==> src/rtl/ms_wb_splitter_if.sv <==
// Wishbone classic bus bundle between the management master, the splitter and NSLV slaves.
// The slave modport is the splitter's view; the master modport drives the master and slave sides.
interface ms_wb_splitter_if #(
  parameter int NSLV = 5
);
  logic               m_cyc_i;
  logic               m_stb_i;
  logic               m_we_i;
  logic [3:0]         m_sel_i;
  logic [31:0]        m_adr_i;
  logic [31:0]        m_dat_i;
  logic               m_ack_o;
  logic               m_err_o;
  logic [31:0]        m_dat_o;
  logic [NSLV-1:0]    s_stb_o;
  logic [NSLV-1:0]    s_ack_i;
  logic [NSLV*32-1:0] s_dat_i;

  modport slave (
    input  m_cyc_i, m_stb_i, m_we_i, m_sel_i, m_adr_i, m_dat_i,
    output m_ack_o, m_err_o, m_dat_o, s_stb_o,
    input  s_ack_i, s_dat_i
  );

  modport master (
    output m_cyc_i, m_stb_i, m_we_i, m_sel_i, m_adr_i, m_dat_i,
    input  m_ack_o, m_err_o, m_dat_o, s_stb_o,
    output s_ack_i, s_dat_i
  );
endinterface

==> src/rtl/ms_wb_splitter.sv <==
// Wishbone 1->NSLV splitter: registered strobe/response path with per-transaction timeout.
// Define WB_SPLIT_ERR_EN to answer misses and timeouts with m_err_o instead of m_ack_o.
module ms_wb_splitter #(
  parameter int                NSLV    = 5,
  parameter int                DEC_LSB = 16,
  parameter logic [NSLV*4-1:0] SLV_ID  = {4'hA, 4'h8, 4'h4, 4'h2, 4'h0},
  parameter int                TMO_W   = 8,
  parameter logic [TMO_W-1:0]  TMO_CYC = 8'd255,
  parameter logic [31:0]       DEF_DAT = 32'hDEADBEEF
) (
  input  logic            clk_i,
  input  logic            rst_i,
  ms_wb_splitter_if.slave bus,
  output logic            tmo_o
);
  localparam int IW = (NSLV > 1) ? $clog2(NSLV) : 1;

`ifdef WB_SPLIT_ERR_EN
  localparam bit ERR_EN = 1'b1;
`else
  localparam bit ERR_EN = 1'b0;
`endif

  typedef enum logic [1:0] {IDLE, BUSY, RESP} state_e;

  state_e           state_q, state_d;
  logic [IW-1:0]    sel_q, sel_d, hit_idx;
  logic [TMO_W-1:0] cnt_q, cnt_d;
  logic [NSLV-1:0]  stb_q, stb_d, hit_oh;
  logic             ack_q, ack_d, err_q, err_d, tmo_q, tmo_d;
  logic [31:0]      dat_q, dat_d;
  logic [3:0]       field;
  logic             hit, req, sack, tmo_hit;
  logic             unused_ok;

  assign field   = bus.m_adr_i[DEC_LSB+3:DEC_LSB];
  // The master still holds stb during the response pulse; don't re-decode it.
  assign req     = bus.m_cyc_i & bus.m_stb_i & ~(ack_q | err_q);
  assign sack    = bus.s_ack_i[sel_q];
  assign tmo_hit = (cnt_q == TMO_CYC);

  // Descending scan so the lowest matching slave is the one that sticks.
  always_comb begin
    hit     = 1'b0;
    hit_idx = '0;
    hit_oh  = '0;
    for (int k = NSLV-1; k >= 0; k--) begin
      if (field == SLV_ID[4*k +: 4]) begin
        hit       = 1'b1;
        hit_idx   = IW'(k);
        hit_oh    = '0;
        hit_oh[k] = 1'b1;
      end
    end
  end

  always_ff @(posedge clk_i) begin
    if (rst_i) begin
      state_q <= IDLE;
      sel_q   <= '0;
      cnt_q   <= '0;
      stb_q   <= '0;
      ack_q   <= 1'b0;
      err_q   <= 1'b0;
      tmo_q   <= 1'b0;
      dat_q   <= '0;
    end else begin
      state_q <= state_d;
      sel_q   <= sel_d;
      cnt_q   <= cnt_d;
      stb_q   <= stb_d;
      ack_q   <= ack_d;
      err_q   <= err_d;
      tmo_q   <= tmo_d;
      dat_q   <= dat_d;
    end
  end

  always_comb begin
    state_d = state_q;
    sel_d   = sel_q;
    cnt_d   = cnt_q;
    case (state_q)
      IDLE: if (req) begin
        if (hit) begin
          state_d = BUSY;
          sel_d   = hit_idx;
          cnt_d   = '0;
        end else begin
          state_d = RESP;
        end
      end
      BUSY: begin
        cnt_d = cnt_q + 1'b1;
        if (!bus.m_cyc_i) begin
          state_d = IDLE;
          cnt_d   = '0;
        end else if (sack || tmo_hit) begin
          state_d = IDLE;
        end
      end
      RESP:    state_d = IDLE;
      default: state_d = IDLE;
    endcase
  end

  // Registered-output next values; ack beats timeout when both land together.
  always_comb begin
    stb_d = '0;
    ack_d = 1'b0;
    err_d = 1'b0;
    tmo_d = 1'b0;
    dat_d = dat_q;
    case (state_q)
      IDLE: if (req && hit) stb_d = hit_oh;
      BUSY: begin
        if (!bus.m_cyc_i) begin
          stb_d = '0;
        end else if (sack) begin
          ack_d = 1'b1;
          dat_d = bus.s_dat_i[32*int'(sel_q) +: 32];
        end else if (tmo_hit) begin
          tmo_d = 1'b1;
          ack_d = ~ERR_EN;
          err_d = ERR_EN;
          dat_d = DEF_DAT;
        end else begin
          stb_d = stb_q;
        end
      end
      RESP: begin
        ack_d = ~ERR_EN;
        err_d = ERR_EN;
        dat_d = DEF_DAT;
      end
      default: ;
    endcase
  end

  assign bus.m_ack_o = ack_q;
  assign bus.m_dat_o = dat_q;
  assign bus.s_stb_o = stb_q;
  assign tmo_o       = tmo_q;
`ifdef WB_SPLIT_ERR_EN
  assign bus.m_err_o = err_q;
`else
  assign bus.m_err_o = 1'b0;
`endif

  // we/sel/wdat and the non-decode address bits only fan out to the slaves.
  assign unused_ok = ^{bus.m_we_i, bus.m_sel_i, bus.m_dat_i, bus.m_adr_i};
endmodule

==> src/flat_wrapper.sv <==
// flat-port wrapper written by rule: the top's interface ports become plain ports
module ms_wb_splitter_flat 
#(
  parameter int                NSLV    = 5,
  parameter int                DEC_LSB = 16,
  parameter logic [NSLV*4-1:0] SLV_ID  = {4'hA, 4'h8, 4'h4, 4'h2, 4'h0},
  parameter int                TMO_W   = 8,
  parameter logic [TMO_W-1:0]  TMO_CYC = 8'd255,
  parameter logic [31:0]       DEF_DAT = 32'hDEADBEEF
)
  (clk_i, rst_i, tmo_o, bus_m_cyc_i, bus_m_stb_i, bus_m_we_i, bus_m_sel_i, bus_m_adr_i, bus_m_dat_i, bus_m_ack_o, bus_m_err_o, bus_m_dat_o, bus_s_stb_o, bus_s_ack_i, bus_s_dat_i);
  ms_wb_splitter_if #(.NSLV(NSLV)) bus_i ();
  input  logic clk_i;
  input  logic rst_i;
  output logic tmo_o;
  input wire logic [$bits(bus_i.m_cyc_i)-1:0] bus_m_cyc_i;
  input wire logic [$bits(bus_i.m_stb_i)-1:0] bus_m_stb_i;
  input wire logic [$bits(bus_i.m_we_i)-1:0] bus_m_we_i;
  input wire logic [$bits(bus_i.m_sel_i)-1:0] bus_m_sel_i;
  input wire logic [$bits(bus_i.m_adr_i)-1:0] bus_m_adr_i;
  input wire logic [$bits(bus_i.m_dat_i)-1:0] bus_m_dat_i;
  output wire logic [$bits(bus_i.m_ack_o)-1:0] bus_m_ack_o;
  output wire logic [$bits(bus_i.m_err_o)-1:0] bus_m_err_o;
  output wire logic [$bits(bus_i.m_dat_o)-1:0] bus_m_dat_o;
  output wire logic [$bits(bus_i.s_stb_o)-1:0] bus_s_stb_o;
  input wire logic [$bits(bus_i.s_ack_i)-1:0] bus_s_ack_i;
  input wire logic [$bits(bus_i.s_dat_i)-1:0] bus_s_dat_i;
  assign bus_i.m_cyc_i = bus_m_cyc_i;
  assign bus_i.m_stb_i = bus_m_stb_i;
  assign bus_i.m_we_i = bus_m_we_i;
  assign bus_i.m_sel_i = bus_m_sel_i;
  assign bus_i.m_adr_i = bus_m_adr_i;
  assign bus_i.m_dat_i = bus_m_dat_i;
  assign bus_m_ack_o = bus_i.m_ack_o;
  assign bus_m_err_o = bus_i.m_err_o;
  assign bus_m_dat_o = bus_i.m_dat_o;
  assign bus_s_stb_o = bus_i.s_stb_o;
  assign bus_i.s_ack_i = bus_s_ack_i;
  assign bus_i.s_dat_i = bus_s_dat_i;
  ms_wb_splitter #(.NSLV(NSLV), .DEC_LSB(DEC_LSB), .SLV_ID(SLV_ID), .TMO_W(TMO_W), .TMO_CYC(TMO_CYC), .DEF_DAT(DEF_DAT)) u_core (.clk_i(clk_i), .rst_i(rst_i), .bus(bus_i), .tmo_o(tmo_o));
endmodule
==> config.mk <==
export PLATFORM = sky130hd
export DESIGN_NAME = ms_wb_splitter_flat
export DESIGN_NICKNAME = d
export VERILOG_FILES = /design/src/rtl/ms_wb_splitter_if.sv /design/src/rtl/ms_wb_splitter.sv /design/src/flat_wrapper.sv
export SDC_FILE = /design/constraint.sdc
export NUM_CORES = 1
export LEC_CHECK = 0
export ABC_CLOCK_PERIOD_IN_PS = 2300
export CAP_MARGIN = 20
export CORE_AREA = 2 2 107 109
export CTS_CLUSTER_SIZE = 28
export DETAILED_ROUTE_END_ITERATION = 8
export DIE_AREA = 0 0 109 111
export PLACE_DENSITY = 0.8
export SYNTH_ARGS = -nofsm -noshare
export SYNTH_HDL_FRONTEND = slang
export SYNTH_SLANG_ARGS = --single-unit
export TNS_END_PERCENT = 5
==> constraint.sdc <==
create_clock -name clk_i -period 2.3 [get_ports clk_i]
set_input_delay 0.46 -clock clk_i [delete_from_list [all_inputs] [get_ports clk_i]]
set_output_delay 0.46 -clock clk_i [all_outputs]
set_load 0.03 [all_outputs]
==> flow_summary.toml, run 1 <==
[run_status]
status = "finished clean"

[setup_path]
crit_family = "compound AO/OA/AOI/OAI gates"
start_kind = "flip-flop"
required_ps = 2500
worstPathCellList = "inv_1 > ha_1 > inv_1 > o21ai_0 > a211o_1 > buf_12 > nor2_1 > a211oi_1"
path_class = "flip-flop to flip-flop"
crit_top_cell = "inv_1"
crit_cells = 8
cp_slowest_cell = "o21ai_0"
cp-end-kind = "flip-flop"
cp.buffers_inverters = 3
crit_path_max_fanout = 23
cpPeakStageDelay_ps = 560
cp.arrival_ps = 2270
rr_worst_depth = 8

[clock_network]
clk_pin_slew_ps = 80
ctsResizeCount = 0
hold_buffers = 0
cts_tree = "built"
cts.path.max_buffers = 2
post_cts_buffers = 0
cts_made_buffers = 5
numClockSinks = 52
root_buffer = "clkbuf_16"
cts_htree_levels = 2
worstSkewPairLatency_ps = 290

[flow_run]
drv_cap = 0

[synthesis]
yosysWarnings = 0
synth_top_area_share_pct = 28.6
yosysSeqAreaShare_pct = 28.6
avgSynthCellArea_um2 = 8.33
syn-num-nets = 679
synthTopCellsByArea = "dfxtp_1 29%, mux2i_1 18%, a211oi_2 6.9%"
synth_edf_count = 0
yosys_most_used_dff = "dfxtp_1"
synth_top_area_cell = "dfxtp_1"
synth.distinct_cells = 47
syn-cell-area_um2 = 3640
synthArstFlopShare_pct = 0
synth_cells = 437
yosys_register_bits = 52

[placed_design]
gp_congestion = 0.854
io_buffers = 211
dp_hpwl_um = 10600
pre_cts_ws_ps = -8.50

[cells_and_area]
drive_above_1_share_pct = 9.86
area_growth_pct = 67.5
nNetsFinal = 880

[drt]
drc = 0
wl_um = 13600
first_iter_violations = 219
detail_route.wl_per_cell_um = 17.3
antenna_left = 0
first_pass_iters = 5
vias = 4111
via_per_inst = 5.25

[hold_path]
min_path_cells = 2
hp-class = "flip-flop to flip-flop"

[global_routing]
antenna_found_initial = 3
grt_max_degree = 28
grtUsageTotal_pct = 21.5
grt_pass1_vias = 4036
grt_overflow = 0
grt_pass1_wl_um = 20800

[sta]
rsz0062_at_grt = "no"
maxSlewViolCount = 0
finClkSkew_ps = 10.5
fin_crit_sh_pct = 89.8
worst_pin_slew_ps = 701
layout_setup_ws_ps = 234
final-setup-viol-count = 0
slew-limit-headroom_pct = 52.8
fin_hold_ws_ps = 453
fmax_mhz = 484
min_period_ps = 2070
hold_viol = 0
setup_tns_ps = 0

[die]
fp.dieW_um = 109
start_util_pct = 32.9
dieArea_um2 = 12100
rows = 39
core_area_um2 = 11100
top_level_ports = 278
die-height_um = 111

[power]
max-vdd-ir-drop_mv = 0.326
power_density_nw_per_um2 = 433
p_leak_nw = 2.04
==> path summary, 6_finish.rpt <==
check / start / endpoint / slack [ps]
max: u_core.state_q[1] / u_core.bus.m_dat_o[5] / 230
min: u_core.bus.m_dat_o[3] / u_core.bus.m_dat_o[3] / 450
max reg2reg: u_core.state_q[1] / u_core.bus.m_dat_o[5] / 230
min reg2reg: u_core.bus.m_dat_o[3] / u_core.bus.m_dat_o[3] / 450
==> metal layers <==
metal	up-vias	share of wire (%)	GRT usage [%]	wire length, um
met5	-	0.21	0	29
met4	4	1.1	4.10	147
met3	16	11	7.05	1470
met2	162	48	37.2	6540
met1	1926	40	25.7	5390
li1	2003	-	-	-
==> placed cells by master, fill, tap and decap left out, types with 5 or more instances in the layout <==
cell type,count
nand2_1,15
clkbuf_16,5
o22ai_1,24
inv_1,32
dfxtp_1,50
mux2i_1,64
buf_4,22
a211oi_1,6
a21oi_1,21
a211oi_2,20
o211ai_1,9
a2bb2oi_1,23
clkdlybuf4s50_1,210
o21ai_0,33
nor2_1,36
nand3_1,9
nand3b_1,6
==> power breakdown <==
part           total (mW)  switching [mW]  internal (mW)
combinational       0.873           0.377          0.496
clock               0.785           0.365          0.420
sequential          0.980          0.0275          0.952
==> cell families after synthesis <==
| logic type | share of synthesized area (%) |
|---|---|
| simple gates | 12.6 |
| compound gates | 29.5 |
| fa+ha+maj | 1.37 |
| xor+xnor | 0.962 |
| other cells | 0.103 |
| mux | 18.2 |
| buf+inv | 8.73 |
| flops | 28.6 |
==> cell type report <==
class / count / area, um2
Fill cell: 988 / 4980
Timing Repair Buffer: 235 / 2310
Multi-Input combinational cell: 312 / 2280
Sequential cell: 52 / 1050
Tap cell: 143 / 179
Clock buffer: 5 / 125
Inverter: 32 / 120
Clock inverter: 3 / 28.8
Antenna cell: 1 / 2.50
==> flip-flops by register name (all words and copies together), names as in the netlist <==
name / count
u_core.bus.m_dat_o: 32
u_core.cnt_q: 8
u_core.bus.s_stb_o: 5
u_core.sel_q: 3
u_core.state_q: 2
u_core.bus.m_ack_o: 1
u_core.tmo_o: 1
==> stage by stage <==
stage,power [mW],area (um2),std cells,utilization [%]
global route,2.76,6100,782,55.0
CTS,2.66,6100,782,55.0
global placement,1.86,5940,774,53.6
floorplan,1.39,3640,437,-
finish,2.64,6100,783,55.1
detailed placement,1.87,5940,774,53.6
==> synthesized netlist by cell type, types with 2 or more instances <==
library cell  instances
a211oi_1              6
a211oi_2             20
a21oi_1              21
a2bb2oi_1            23
buf_2                 8
buf_6                 4
clkbuf_1             27
dfxtp_1              52
ha_1                  4
inv_1                32
mux2_2                2
mux2i_1              64
nand2_1              15
nand3_1               9
nand3b_1              6
nor2_1               36
nor2b_1               3
nor3_1                3
nor4_1                4
o2111ai_1             2
o211ai_1              9
o21ai_0              33
o22ai_1              24
o32ai_1               2
or3_1                 3
xnor2_1               4
==> tightest hold or removal path, delay by kind of cell (launching register included) <==
kind,cells,cell delay (ps)
flops,1,310
buf+inv,1,50
compound gates,1,50
Note: power is estimated with default switching activity, not from simulation.
==> run 2, diff against run 1 <==
Settings changed: CORE_AREA 2 2 107 109 to default, CORE_MARGIN from default to 4, CORE_UTILIZATION from default to 34, DIE_AREA 0 0 109 111 to default, PLACE_DENSITY 0.8 to 0.81.
==> run 2 against run 1 <==
Against the previous run:
- clock-buffer cell count is the same
- final cell count shrank 1.0%
- non-clock buffer count is the same
==> flow_summary.toml, run 2 (same netlist as run 1, synthesis figures left out) <==
[setup_path]
cp.arrival_ps = 2260
required_ps = 2520
worstReg2RegStart = "u_core.state_q[1]"
crit_top_cell = "inv_1"
r2r_setup_slack_ps = 260
endpoint = "u_core.bus.m_dat_o[3]"
crit_path_max_fanout = 23
worstPathCellList = "inv_1 > ha_1 > inv_1 > o21ai_0 > a211o_1 > buf_12 > nor2_1 > a211oi_1"
cp-end-kind = "flip-flop"
cp_slowest_cell = "o21ai_0"
start_kind = "flip-flop"
cpPeakStageDelay_ps = 550
rr_worst_depth = 8
path_class = "flip-flop to flip-flop"
r2r_end = "u_core.bus.m_dat_o[3]"
cp-startpoint = "u_core.state_q[1]"

[clock_network]
root_buffer = "clkbuf_8"
ctsResizeCount = 0
cts_tree = "built"
worstSkewPairLatency_ps = 300
numClockSinks = 52
cts.path.max_buffers = 2
post_cts_buffers = 0
clk_pin_slew_ps = 100
cts_made_buffers = 5
hold_buffers = 0
cts_htree_levels = 2

[placed_design]
dp_hpwl_um = 10700
io_buffers = 211
dp_cells = 767
placedInstanceArea_um2 = 5950
gp_congestion = 0.871

[global_routing]
grt_pass1_vias = 4231
grt_max_degree = 35
antenna_found_initial = 0
grtUsageTotal_pct = 20.3
grt_pass1_wl_um = 21200
grt_overflow = 0

[cells_and_area]
diodes = 0
layout_commonest_cell = "clkdlybuf4s50_1"
layout_common_cells = "210 x clkdlybuf4s50_1, 64 x mux2i_1, 50 x dfxtp_1"
final_cells = 775
area_growth_pct = 66.5
largest_reg_flops = 32
drive_above_1_share_pct = 9.86
nNetsFinal = 880
utilization_pct = 58.4
design_area_um2 = 6060

[sta]
setup_tns_ps = 0
fmax_mhz = 490
fin_crit_sh_pct = 88.6
worst_pin_slew_ps = 687
min_period_ps = 2040
hold_viol = 0
finClkSkew_ps = 6.28
rsz0062_at_grt = "no"
slew-limit-headroom_pct = 53.7
maxSlewViolCount = 0
final-setup-viol-count = 0

[die]
top_level_ports = 278
rows = 37
fp.dieW_um = 111
die-height_um = 111
dieArea_um2 = 12400
start_util_pct = 35.1
core_area_um2 = 10400

[hold_path]
hp-class = "flip-flop to flip-flop"

[drt]
vias = 4028
via_per_inst = 5.20
drc = 0
detail_route.wl_per_cell_um = 16.8
first_iter_violations = 186
first_pass_iters = 4
antenna_left = 0
wl_um = 13100

[power]
max-vdd-ir-drop_mv = 0.280
power_density_nw_per_um2 = 411
power_mw = 2.49
p_leak_nw = 2.03

[run_status]
status = "finished clean"

[flow_run]
drv_cap = 0
==> run 2: worst min-delay path by stage <==
stage	from	endpoint	slack [ps]	cells after the start
global placement	u_core.bus.m_dat_o[3]	u_core.bus.m_dat_o[3]	440	2
detailed placement	u_core.bus.m_dat_o[5]	u_core.bus.m_dat_o[5]	450	2
floorplan	u_core.cnt_q[1]	u_core.cnt_q[1]	450	2
CTS	u_core.bus.m_dat_o[5]	u_core.bus.m_dat_o[5]	470	2
global route	u_core.bus.m_dat_o[6]	u_core.bus.m_dat_o[6]	490	2
finish	u_core.bus.m_dat_o[1]	u_core.bus.m_dat_o[1]	470	2
==> run 2: where the power goes <==
group	switching, mW	leakage [nW]	internal (mW)
combinational	0.376	1.54	0.496
clock	0.311	0.0600	0.330
sequential	0.0289	0.424	0.952
total	0.715	2.03	1.78
==> run 2: final cells by class <==
class,count,area [um2]
inverters,32,120
clock inverters,3,46.3
repair buffers,235,2320
fillers,932,4310
multi-input cells,312,2280
well taps,136,170
flip-flops and latches,52,1050
clock buffers,5,68.8
==> run 2: metrics by stage <==
| step | setup WS (ps) | hold slack [ps] |
|---|---|---|
| floorplan | 296 | 449 |
| global placement | 96.7 | 443 |
| detailed placement | 1.57 | 451 |
| CTS | 256 | 469 |
| global route | 12.6 | 494 |
| finish | 261 | 465 |
==> run 2: routing by layer <==
layer | up-vias | routed length (um) | GRT usage, %
li1 | 1999 | - | -
met1 | 1873 | 5620 | 25.9
met2 | 144 | 6460 | 35.7
met3 | 12 | 816 | 4.46
met4 | 0 | 155 | 3.73
met5 | - | 0 | 0
==> run 2: critical path: cells and delay by family (launching register included) <==
kind                       cells  cell delay, ps
adders and majority gates      1             250
AOI/OAI and AO/OA              3             990
buffers and inverters          3             330
DFF                            1             330
and+or+nand+nor                1              70
==> run 3, diff against run 2 <==
--- a/constraint.sdc
+++ b/constraint.sdc
@@ -3,2 +3,2 @@
 set_output_delay 0.46 -clock clk_i [all_outputs]
-set_load 0.03 [all_outputs]
+set_load 0.1 [all_outputs]
==> run 3 against run 2 <==
Against the previous run:
- utilization is 1.1 points lower
- sequential share of layout area up 0.34 points
- hold slack got worse by 0.89 ps
- fmax rose by 0.76%
- first-iteration DRC count shrank 2.2%
- highest routed layer unchanged
- register-to-register slack gained 20 ps
- total power up 7.6%
- worst setup slack better by 15 ps
- cell area shrank 1.9%
- clock-buffer cell count grew 2
- sequential power about the same
==> flow_summary.toml, run 3 (same netlist as run 1, synthesis figures left out) <==
[run_status]
status = "finished clean"

[sta]
slew-limit-headroom_pct = 58.0
fin_crit_sh_pct = 88.0
fmax_mhz = 494
setup_tns_ps = 0
finClkSkew_ps = 7.26
hold_viol = 0
min_period_ps = 2020
final-setup-viol-count = 0
rsz0062_at_grt = "no"
worst_pin_slew_ps = 623
maxSlewViolCount = 0
fin_hold_ws_ps = 464

[global_routing]
grt_max_degree = 30
grt_pass1_wl_um = 21100
grtUsageTotal_pct = 20.5
grt_pass1_vias = 4075
grt_overflow = 0
antenna_found_initial = 0

[cells_and_area]
diodes = 0
largest_reg_flops = 32
layout_common_cells = "171 x clkdlybuf4s50_1, 64 x mux2i_1, 59 x buf_4"
final_cells = 774
layout_commonest_cell = "clkdlybuf4s50_1"
area_growth_pct = 63.2
nNetsFinal = 879
drive_above_1_share_pct = 15.7

[setup_path]
crit_path_max_fanout = 16
start_kind = "flip-flop"
cp-end-kind = "flip-flop"
cp_slowest_cell = "dfxtp_1"
path_class = "flip-flop to flip-flop"
required_ps = 2510
cpPeakStageDelay_ps = 380
worstReg2RegStart = "u_core.cnt_q[0]"
worstPathCellList = "ha_1 > nand2_1 > or3_4 > and4_4 > or2_1 > buf_12 > a211oi_1"
cp-startpoint = "u_core.cnt_q[0]"
cp.arrival_ps = 2230
r2r_setup_slack_ps = 280

[clock_network]
cts_htree_levels = 2
ctsResizeCount = 0
numClockSinks = 52
hold_buffers = 0
worstSkewPairLatency_ps = 300
post_cts_buffers = 0
root_buffer = "clkbuf_8"
cts_tree = "built"
cts_made_buffers = 5
cts.path.max_buffers = 2
clk_pin_slew_ps = 90

[placed_design]
dp_cells = 766
dp_hpwl_um = 10700
gp_congestion = 0.883
io_buffers = 211

[die]
rows = 37
fp.dieW_um = 111
core_area_um2 = 10400
dieArea_um2 = 12400
die-height_um = 111
top_level_ports = 278
start_util_pct = 35.1

[drt]
detail_route.wl_per_cell_um = 17.2
drc = 0
antenna_left = 0
first_iter_violations = 182
wl_um = 13300
first_pass_iters = 4
vias = 4038
via_per_inst = 5.22

[power]
power_density_nw_per_um2 = 451
p_leak_nw = 2.09
power_mw = 2.68
max-vdd-ir-drop_mv = 0.252

[hold_path]
hp-class = "flip-flop to flip-flop"
min_from = "u_core.bus.m_dat_o[3]"

[flow_run]
drv_cap = 0
## run 3: cell count changes in the layout (fill, tap and decap cells not counted)
cell             delta
clkdlybuf4s50_1    -39
bufinv_16           -1
inv_8               -1
buf_4              +38
clkbuf_1            +1
clkbuf_16           +1
## run 3: cell type report
class                      instances  area (um2)
multi-input combinational        312        2280
clock buffer                       7        97.6
inverter                          32         120
fill                             925        4430
clock inverter                     1        5.00
timing repair buffer             234        2220
tap                              136         170
sequential                        52        1050
## run 3: worst paths after layout
kind / end / cells after the start
setup / recovery: u_core.bus.m_dat_o[2] / 7
hold / removal: u_core.bus.m_dat_o[3] / 2
setup reg to reg: u_core.bus.m_dat_o[2] / 7
hold reg to reg: u_core.bus.m_dat_o[3] / 2
## run 3: through the flow
stage | setup WS, ps | cell area, um2 | utilization (%)
6_report | 277 | 5940 | 57.3
3_5_place_dp | 27.2 | 5840 | 56.3
4_1_cts | 268 | 5940 | 57.3
5_1_grt | 74.0 | 5940 | 57.3
3_3_place_gp | 53.7 | 5840 | 56.3
2_1_floorplan | 133 | 3640 | -
## run 3: layer usage
layer  global-route usage (%)  share of wire, %  up-vias
li1                         -                 -     1996
met1                     25.5                42     1870
met2                     35.9                49      155
met3                     4.89               7.0       17
met4                     4.22               1.6        0
met5                        0                 0        -
## run 3: where the power goes
group | switching [mW] | total (mW) | internal, mW
Clock | 0.299 | 0.578 | 0.280
Combinational | 0.647 | 1.12 | 0.477
Sequential | 0.0282 | 0.981 | 0.952
Total | 0.974 | 2.68 | 1.71
## run 3: critical path, delay by kind of cell (launching register included)
family                     cells  cell delay [ps]
and+or+nand+nor                4              900
DFF                            1              380
AOI/OAI and AO/OA              1              250
adders and majority gates      1              230
buffers and inverters          1              170
